`config.mk`:
```
export PLATFORM = sky130hd
export DESIGN_NAME = cpu_run_monitor
export DESIGN_NICKNAME = d
export VERILOG_FILES = /design/src/rtl/cpu_run_monitor.sv
export SDC_FILE = /design/constraint.sdc
export NUM_CORES = 1
export LEC_CHECK = 0
export CAP_MARGIN = 20
export CELL_PAD_IN_SITES_DETAIL_PLACEMENT = 1
export CELL_PAD_IN_SITES_GLOBAL_PLACEMENT = 1
export CORE_MARGIN = 2
export CORE_UTILIZATION = 33
export CTS_CLUSTER_SIZE = 12
export DETAILED_ROUTE_END_ITERATION = 7
export HOLD_SLACK_MARGIN = 0.05
export PLACE_DENSITY = 0.95
export SKIP_CTS_REPAIR_TIMING = 1
export SYNTH_ARGS = -nofsm -noshare
export SYNTH_HDL_FRONTEND = slang
export SYNTH_SLANG_ARGS = --single-unit
export TNS_END_PERCENT = 10
```
`constraint.sdc`:
```
create_clock -name clock -period 6.28 [get_ports clock]
set_clock_uncertainty 0.1 [all_clocks]
set_input_delay 0.942 -clock clock [delete_from_list [all_inputs] [get_ports clock]]
set_output_delay 0.942 -clock clock [all_outputs]
set_load 0.02 [all_outputs]
```
`src/rtl/cpu_run_monitor.sv`:
```
// cpu_run_monitor: run controller and end-of-program checker for the multicycle CPU.
// It gates the CPU through cpu_en and counts RUN cycles against a budget.
// A run ends on a halt (halt opcode in IR, or PC parked on one value long enough)
// or when the budget runs out. result is compared to expect_value at the halt.
//
// Handshake: start is a single-cycle request that is sampled only in IDLE, DONE
// or TIMEOUT and is ignored in RUN. There is no ready signal: busy=1 means a
// run is in progress. cpu_en/busy rise after the edge that samples start, and
// they fall after the edge that ends the run. Every output is a register.
module cpu_run_monitor #(
  parameter int                WIDTH       = 32,
  parameter int                CYCLE_W     = 16,
  parameter int                MAX_CYCLES  = 85,
  parameter logic [WIDTH-1:0]  HALT_INSTR  = 32'hFC00_0000,
  parameter int                STALL_LIMIT = 8
) (
  input  logic               clock,
  input  logic               reset,
  input  logic               start,
  input  logic [WIDTH-1:0]   PC,
  input  logic [WIDTH-1:0]   IR,
  input  logic [WIDTH-1:0]   result,
  input  logic [WIDTH-1:0]   expect_value,
  output logic               cpu_en,
  output logic               busy,
  output logic               done,
  output logic               timeout,
  output logic               pass,
  output logic               fail,
  output logic [CYCLE_W-1:0] cycle_count,
  output logic [1:0]         state_dbg
);

  localparam int STALL_W = $clog2(STALL_LIMIT + 1);
  localparam logic [STALL_W-1:0] STALL_MAX = STALL_W'(STALL_LIMIT);
  localparam logic [CYCLE_W-1:0] CYCLE_MAX = CYCLE_W'(MAX_CYCLES);

  typedef enum logic [1:0] {
    S_IDLE    = 2'd0,
    S_RUN     = 2'd1,
    S_DONE    = 2'd2,
    S_TIMEOUT = 2'd3
  } state_t;

  state_t             state, state_n;
  logic [STALL_W-1:0] stall_cnt, stall_n;
  logic [WIDTH-1:0]   pc_prev, pc_prev_n;
  logic [CYCLE_W-1:0] cycle_n;
  logic               cpu_en_n, busy_n, done_n, timeout_n, pass_n, fail_n;
  logic               pc_same, halt_hit, budget_hit, result_ok;

  assign state_dbg = state;

  // Exit detection in RUN. The self-loop test looks at the count before this
  // edge, so the halt fires on the STALL_LIMIT-th consecutive matching edge.
  assign pc_same    = (PC == pc_prev);
  assign halt_hit   = (IR == HALT_INSTR) ||
                      (pc_same && ((stall_cnt + 1'b1) == STALL_MAX));
  assign budget_hit = ((cycle_count + 1'b1) == CYCLE_MAX);
  assign result_ok  = (result == expect_value);

  // State register and all registered outputs
  always_ff @(posedge clock or posedge reset) begin
    if (reset) begin
      state       <= S_IDLE;
      cycle_count <= '0;
      stall_cnt   <= '0;
      pc_prev     <= '0;
      cpu_en      <= 1'b0;
      busy        <= 1'b0;
      done        <= 1'b0;
      timeout     <= 1'b0;
      pass        <= 1'b0;
      fail        <= 1'b0;
    end else begin
      state       <= state_n;
      cycle_count <= cycle_n;
      stall_cnt   <= stall_n;
      pc_prev     <= pc_prev_n;
      cpu_en      <= cpu_en_n;
      busy        <= busy_n;
      done        <= done_n;
      timeout     <= timeout_n;
      pass        <= pass_n;
      fail        <= fail_n;
    end
  end

  // Next state and the next values of every registered output
  always_comb begin
    state_n   = state;
    cycle_n   = cycle_count;
    stall_n   = stall_cnt;
    pc_prev_n = pc_prev;
    cpu_en_n  = 1'b0;
    busy_n    = 1'b0;
    done_n    = done;
    timeout_n = timeout;
    pass_n    = pass;
    fail_n    = fail;

    case (state)
      S_IDLE, S_DONE, S_TIMEOUT: begin
        // IDLE keeps everything clear. DONE/TIMEOUT keep the last verdict
        // on show until a new start arrives.
        if (state == S_IDLE || start) begin
          cycle_n   = '0;
          stall_n   = '0;
          pc_prev_n = PC;
          done_n    = 1'b0;
          timeout_n = 1'b0;
          pass_n    = 1'b0;
          fail_n    = 1'b0;
        end
        if (start) begin
          state_n  = S_RUN;
          cpu_en_n = 1'b1;
          busy_n   = 1'b1;
        end
      end

      S_RUN: begin
        cycle_n   = cycle_count + 1'b1;
        stall_n   = pc_same ? (stall_cnt + 1'b1) : '0;
        pc_prev_n = PC;
        cpu_en_n  = 1'b1;
        busy_n    = 1'b1;
        if (halt_hit) begin
          // A halt beats budget exhaustion on the same edge
          state_n  = S_DONE;
          cpu_en_n = 1'b0;
          busy_n   = 1'b0;
          done_n   = 1'b1;
          pass_n   = result_ok;
          fail_n   = !result_ok;
        end else if (budget_hit) begin
          state_n   = S_TIMEOUT;
          cpu_en_n  = 1'b0;
          busy_n    = 1'b0;
          timeout_n = 1'b1;
          fail_n    = 1'b1;
        end
      end

      default: state_n = S_IDLE;
    endcase
  end

endmodule

```
Yosys cells after proc, flatten, opt, wreduce, memory -nomap -nowiden
Cells that the tools add are included.

Logic and storage cells: 60. Input bits: 131. Register bits: 59. Output and inout bits: 24.

Muxes and demuxes: 25. Reduce and logical (&&, ||, !) cells: 10. Equal/unequal tests: 14. Add/sub/neg operators: 2.

Operators by type and width (number): 32-bit equality test (2); 32-bit case mux with 2 select lines (1); 32-bit equality test, second input constant (1); 32-bit two-way mux (1); 16-bit case mux with 2 select lines (1); 16-bit by 1-bit adder with 16-bit output, second input constant (1); 16-bit by 7-bit equality test with 1-bit output, second input constant (1); 16-bit two-way mux (1); 2-bit inequality test, second input constant (5); 1-bit case mux with 2 select lines (5); 1-bit two-way mux (9); 4-bit two-way mux (2); 4-bit case mux with 2 select lines (1); 2-bit two-way mux (3); 2-bit AND reduction (3); 4-bit by 1-bit adder with 4-bit output, second input constant (1); 2-bit equality test, second input constant (2); 4-bit equality test, second input constant (1); 2-bit case mux with 2 select lines (1); 3-bit inequality test, second input constant (1); 3-bit AND reduction (1); 3-bit OR reduction (1); 2-bit by 1-bit equality test with 1-bit output, second input constant (1); 2-bit zero test (1); 3 further kinds (4).

Depth between registers and ports, before layout
Gate-level depths: netlist of run 1.

Depth in word-level cells: 6. Gate-level depth with buffers: 7. Gate-level depth less buffers: 7.

Worst setup path after synthesis of run 1
No wires, ideal clock.

Path type: input to register. Start: input port PC[13]. End: register busy. Path buffers: 0. Arrival time: 2.276 ns. Setup time: 0.125 ns. Slack: 3.779 ns. Data required time: 6.055 ns. Stages: 6. Path through: xor2_1 -> nor4_1 -> nand4_1 -> o31a_1 -> o41a_1 -> mux2_4.

Cells in the longest elaborated chain, start to end: 5.

Ends and longest elaborated chain: start: declaration (RTL line 20) `input logic [WIDTH-1:0] PC,`; 32-bit equality test (RTL line 56) `assign pc_same = (PC == pc_prev);`; 1-bit logical AND (RTL line 58) `(pc_same && ((stall_cnt + 1'b1) == STALL_MAX));`; 1-bit logical OR (RTL line 57) `assign halt_hit = (IR == HALT_INSTR) ||`; 1-bit two-way mux (RTL line 128) `if (halt_hit) begin`; 1-bit case mux with 2 select lines (RTL line 102) `case (state)`; net busy_n (RTL line 49) `logic cpu_en_n, busy_n, done_n, timeout_n, pass_n, fail_n;`; end signal: assignment (RTL line 81) `busy <= busy_n;`; end: declaration (RTL line 25) `output logic busy,`.

The timed path passes the listed nets, and every way through them passes these cells. A chain may end at the register's enable or synchronous reset.

Final worst setup path of run 1
Start: input port PC[31]. End: register busy.

Same word-level chain as after synthesis.

==> results of run 1 <==
-- Yosys cell counts, types with 5 or more instances --
library cell | count | area [um^2]
nand2_1 | 120 | 450
nand3_1 | 9 | 45.0
inv_1 | 7 | 26.3
clkbuf_1 | 17 | 63.8
xor2_1 | 37 | 324
o21ai_0 | 28 | 140
xnor2_1 | 35 | 307
nor4_1 | 19 | 119
a21oi_1 | 8 | 40.0
and3_1 | 5 | 31.3
nor2_1 | 11 | 41.3
dfrtp_1 | 59 | 1480
o31ai_1 | 6 | 45.0
nand4_1 | 18 | 113
-- flip-flops by register name, summed over array words and instances (netlist names) --
| name | count |
|---|---|
| pass | 1 |
| fail | 1 |
| busy | 1 |
| cycle_count | 16 |
| timeout | 1 |
| state_dbg | 2 |
| done | 1 |
| stall_cnt | 4 |
| pc_prev | 32 |
-- cell families after synthesis --
logic type,synth area share [%]
AO/OA/AOI/OAI,9.50
XOR/XNOR,17.3
adder cells (fa/ha/maj),1.38
buffers and inverters,2.96
flip-flops,40.6
multiplexers,0.688
AND/OR/NAND/NOR,27.5
-- placed cells by master (no fill, tap or decap), drive strengths merged, types with 3 or more instances in the layout --
cell type      instances
nor3                   3
and4                   4
nand3                  9
inv                    7
clkinv                 4
xnor2                 35
buf                    3
nand2                120
nor4                  20
a21oi                  8
dfrtp                 59
o21ai                 28
clkdlybuf4s50        154
nor2                  11
ha                     4
nand2b                 4
nand4                 19
xor2                  37
o31ai                  6
clkbuf                10
and3                   5
-- power by group --
| group | internal (uW) | leakage (uW) | switching (uW) |
|---|---|---|---|
| registers | 429 | 0.000722 | 95.2 |
| logic | 224 | 0.00143 | 188 |
| clock network | 139 | 0.0000819 | 161 |
-- per-layer routing --
layer / track usage (%) / share of wire (%)
met5: 0 / 0
met4: 6.87 / 1.9
met3: 5.26 / 5.1
met2: 40.0 / 53
met1: 24.6 / 40
-- metrics by stage --
stage	cell area, um^2	hold WS (ns)
after floorplan	3640	0.358
after global placement	5300	0.370
after detailed placement	5300	0.376
after CTS	5460	0.392
after global routing	5460	0.421
final	5460	0.389
-- worst max-delay path, cell delays in order --
cell	delay (ns)
clkdlybuf4s50_1	0.45
xor2_1	0.18
nor4_1	0.44
nand4_1	0.24
o31a_1	0.40
o41a_1	0.16
mux2_4	0.26
-- final cells by class --
| class | instances | area (um^2) |
|---|---|---|
| fillers | 1251 | 5340 |
| multi-input cells | 339 | 2050 |
| repair buffers | 157 | 1560 |
| flip-flops and latches | 59 | 1480 |
| well taps | 140 | 175 |
| clock buffers | 10 | 128 |
| clock inverters | 5 | 31.3 |
| inverters | 7 | 26.3 |
-- worst paths after layout --
kind	from	end	slack (ns)	cells past startpoint
worst max-delay path	PC[31]	busy	3.33	7
worst min-delay path	pc_prev[26]	pc_prev[26]	0.39	2
worst max register to register	cycle_count[0]	busy	3.72	7
worst min register to register	pc_prev[26]	pc_prev[26]	0.39	2
max in group asynchronous	reset	cycle_count[14]	4.51	3
min in group asynchronous	reset	cycle_count[0]	1.03	3
==> qor.yml, run 1 <==
status: "finished clean"
clock-sinks: 59
grt_max_degree: 60
p_total_uw: 1240
synth_area_per_cell_um2: 8.56
start_util_pct: 33.7
crit_fanout: 5
core_um2: 10800
setup_viol: 0
vias: 3617
final_nets: 708
hold_viol: 0
overflow: 0
drt-total-wl_um: 12400
io_pins: 155
gp_congestion: 0.869
final_util_pct: 50.5
synth_edf_count: 0
required_ns: 6.41
tns_ns: 0
drtAntennaViolNets: 0
portBuffers: 154
maxCapViolations: 0
ir_worst_vdd_mv: 0.118
die_w_um: 109
clock-root-buffer: "clkbuf_8"
worstMarginPinSlew_ns: 0.966
h-tree-depth: 3
drc_errors: 0
yosysUniqueCellTypes: 45
rsz0062_at_grt: "no"
min_period_ns: 2.95
crit_type: "input port to flop"
cp-start-kind: "input port"
place_ws_ns: 2.94
async_reset_ff_share_pct: 100
wire_per_inst_um: 17.3
drtIter0Drc: 109
finalMaxSlewViolations: 0
grtUsageTotal_pct: 21.8
die_h_um: 109
cts_buffer_depth: 2
cp-end-kind: "flop"
synthCells: 425
hpwl_um: 9760
grt_pass1_vias: 3990
syn2layout_area_growth_pct: 50.0
p_leak_uw: 0.00224
clk_pin_slew_ns: 0.07
grt_pass1_wl_um: 19900
syn_nets: 560
antenna_found_initial: 0
drt-pass1-iter-count: 4
instances_no_fill: 717
ys.flop_type: "dfrtp_1"
cts_tree: "yes"
fmax_mhz: 339
rows: 38
netlist_area_um2: 3640
post-place-cells: 702
arrival_ns: 3.08
num_antenna_cells: 0
finalCritPeriodShare_pct: 47.0
dieArea_um2: 11900
via_per_inst: 5.04
yosysSeqAreaShare_pct: 40.6
p_per_area_nw_per_um2: 227
drive_above_1_share_pct: 4.85
fin_ws_ns: 3.33
cts_made_buffers: 9
ys_ff_latch: 59
worstSkewPairLatency_ns: 0.34
synth_warnings: 0
slew_headroom_pct: 35.5
min_path_type: "flop to flop"
No activity file was read; power rests on OpenSTA's default activity.
==> inputs of run 2 (changes only) <==
CORE_UTILIZATION = 28   (was 33)
PLACE_DENSITY = 0.9   (was 0.95)
clock period = 2.6 ns   (was 6.28 ns; I/O delays follow)
==> run 2 against run 1 <==
  * Worst hold slack lost 0.0087 ns
  * Critical path type is now flop to flop
  * Via count grew 1.2%
  * Highest routed layer unchanged
  * Wire length grew 3.7%
  * Register-to-register slack lost 3.6 ns
==> qor.yml, run 2 (same netlist as run 1, synthesis figures left out) <==
status: "finished clean"
final_cell_mix: "clkdlybuf4s50_1, nand2_1, dfrtp_1"
finalMaxSlewViolations: 0  # unchanged
clock-root-buffer: "clkbuf_16"
overflow: 0  # unchanged
tns_ns: 0  # unchanged
reg2reg_setup_slack_ns: 0.13  # -3.59 ns
maxCapViolations: 0  # unchanged
instances_no_fill: 762  # +6.3%
h-tree-depth: 3  # unchanged
largest_reg_flops: 32  # unchanged
drt-total-wl_um: 12800  # +3.7%
crit_fanout: 9  # +4
p_leak_uw: 0.00237  # +5.9%
largest_registers: "pc_prev: 32 flops, cycle_count: 16 flops, stall_cnt: 4 flops"
die_h_um: 118  # +8.3%
min_path_type: "input port to async pin"
portBuffers: 154  # unchanged
worst_hold_slack_ns: 0.380  # -0.00873 ns
drtIter0Drc: 140  # +28%
fmax_mhz: 405
dieArea_um2: 13900  # +17%
cp-start-kind: "flop"
cts_made_buffers: 9  # unchanged
io_pins: 155  # unchanged
vias: 3659  # +1.2%
wire_per_inst_um: 16.9  # -2.4%
final_common_cell: "clkdlybuf4s50_1"
top_register: "pc_prev"
worstSkewPairLatency_ns: 0.33  # about the same
arrival_ns: 2.57  # -0.51 ns
worstMarginPinSlew_ns: 0.742  # -0.224 ns
grt_max_degree: 38  # -37%
cts_buffer_depth: 2  # unchanged
gp_congestion: 0.910  # +4.8%
hold_viol: 0  # unchanged
cp-end-kind: "flop"
syn2layout_area_growth_pct: 58.7
drc_errors: 0  # unchanged
grt_pass1_wl_um: 20700  # +4.1%
clock-sinks: 59  # unchanged
post-place-cells: 746  # +6.3%
ff_latch_area_um2: 1480  # unchanged
via_per_inst: 4.80  # -4.8%
setup_viol: 0  # unchanged
required_ns: 2.71  # -3.70 ns
crit_type: "flop to flop"
drt-pass1-iter-count: 5  # +1
ir_worst_vdd_mv: 0.273  # +130%
hpwl_um: 10100  # +3.9%
die_w_um: 118  # +8.3%
grtUsageTotal_pct: 18.8  # -3.0 points
cts_tree: "yes"
grt_pass1_vias: 4043  # +1.3%
final_nets: 720  # +1.7%
num_antenna_cells: 0  # unchanged
core_um2: 12700  # +17%
antenna_found_initial: 0  # unchanged
min_period_ns: 2.47
rows: 41  # +7.9%
p_total_uw: 3540  # +190%
p_per_area_nw_per_um2: 613  # +170%
fillCellCount: 1504  # +20%
start_util_pct: 28.7  # -5.0 points
drive_above_1_share_pct: 6.95  # +2.1 points
finalCritPeriodShare_pct: 94.9
drtAntennaViolNets: 0  # unchanged
clk_pin_slew_ns: 0.05  # -0.02 ns
multi_input_area_um2: 2080  # +1.2%
rsz0062_at_grt: "no"
slew_headroom_pct: 50.5  # +15 points
run 2: changes by cell type in the layout (fill, tap and decap cells not counted), moves of 2 or more:
cell,previous run,this run
buf_4,3,14
clkbuf_1,1,3
clkbuf_16,0,9
clkbuf_8,9,3
clkinv_2,3,0
run 2: worst paths after layout:
kind                                start         endpoint  cells past startpoint
max in group asynchronous           reset  cycle_count[12]                      3
setup reg to reg           cycle_count[4]             busy                      6
setup / recovery           cycle_count[4]             busy                      6
min in group clock            pc_prev[18]      pc_prev[18]                      2
hold reg to reg               pc_prev[18]      pc_prev[18]                      2
hold / removal                      reset      pc_prev[30]                      2
run 2: per-stage QoR:
| stage | worst slack (ns) | area, um^2 | utilization, % |
|---|---|---|---|
| after floorplan | 0.261 | 3640 | - |
| after global placement | -0.129 | 5440 | 43.0 |
| after detailed placement | -0.194 | 5440 | 43.0 |
| after CTS | 0.0762 | 5750 | 45.4 |
| after global routing | 0.00548 | 5770 | 45.5 |
| final | 0.133 | 5770 | 45.5 |
run 2: power breakdown:
| part | switching (uW) | internal, uW |
|---|---|---|
| logic | 478 | 569 |
| clock network | 404 | 821 |
| registers | 225 | 1040 |
| total | 1110 | 2430 |
run 2: per-layer routing:
layer	share of wire [%]	global-route usage [%]	vias to the layer above
met1	41	21.6	1792
met4	2.0	6.17	0
li1	-	-	1768
met2	54	34.2	75
met3	3.0	4.17	24
met5	0	0	-
run 2: area by class of cell:
class                           instances  area share (%)
Inverter                                7           0.455
Clock inverter                          1           0.520
Timing Repair Buffer                  169            28.9
Multi-Input combinational cell        339            36.0
Sequential cell                        59            25.6
Clock buffer                           15            4.81
Tap cell                              172            3.73
run 2: worst max-delay path, cell delays in order, from the launching register on:
cell,delay (ns)
dfrtp_1,0.60
and4_2,0.36
nand4_1,0.13
xor2_1,0.18
o211ai_1,0.21
o41a_1,0.49
mux2_4,0.28
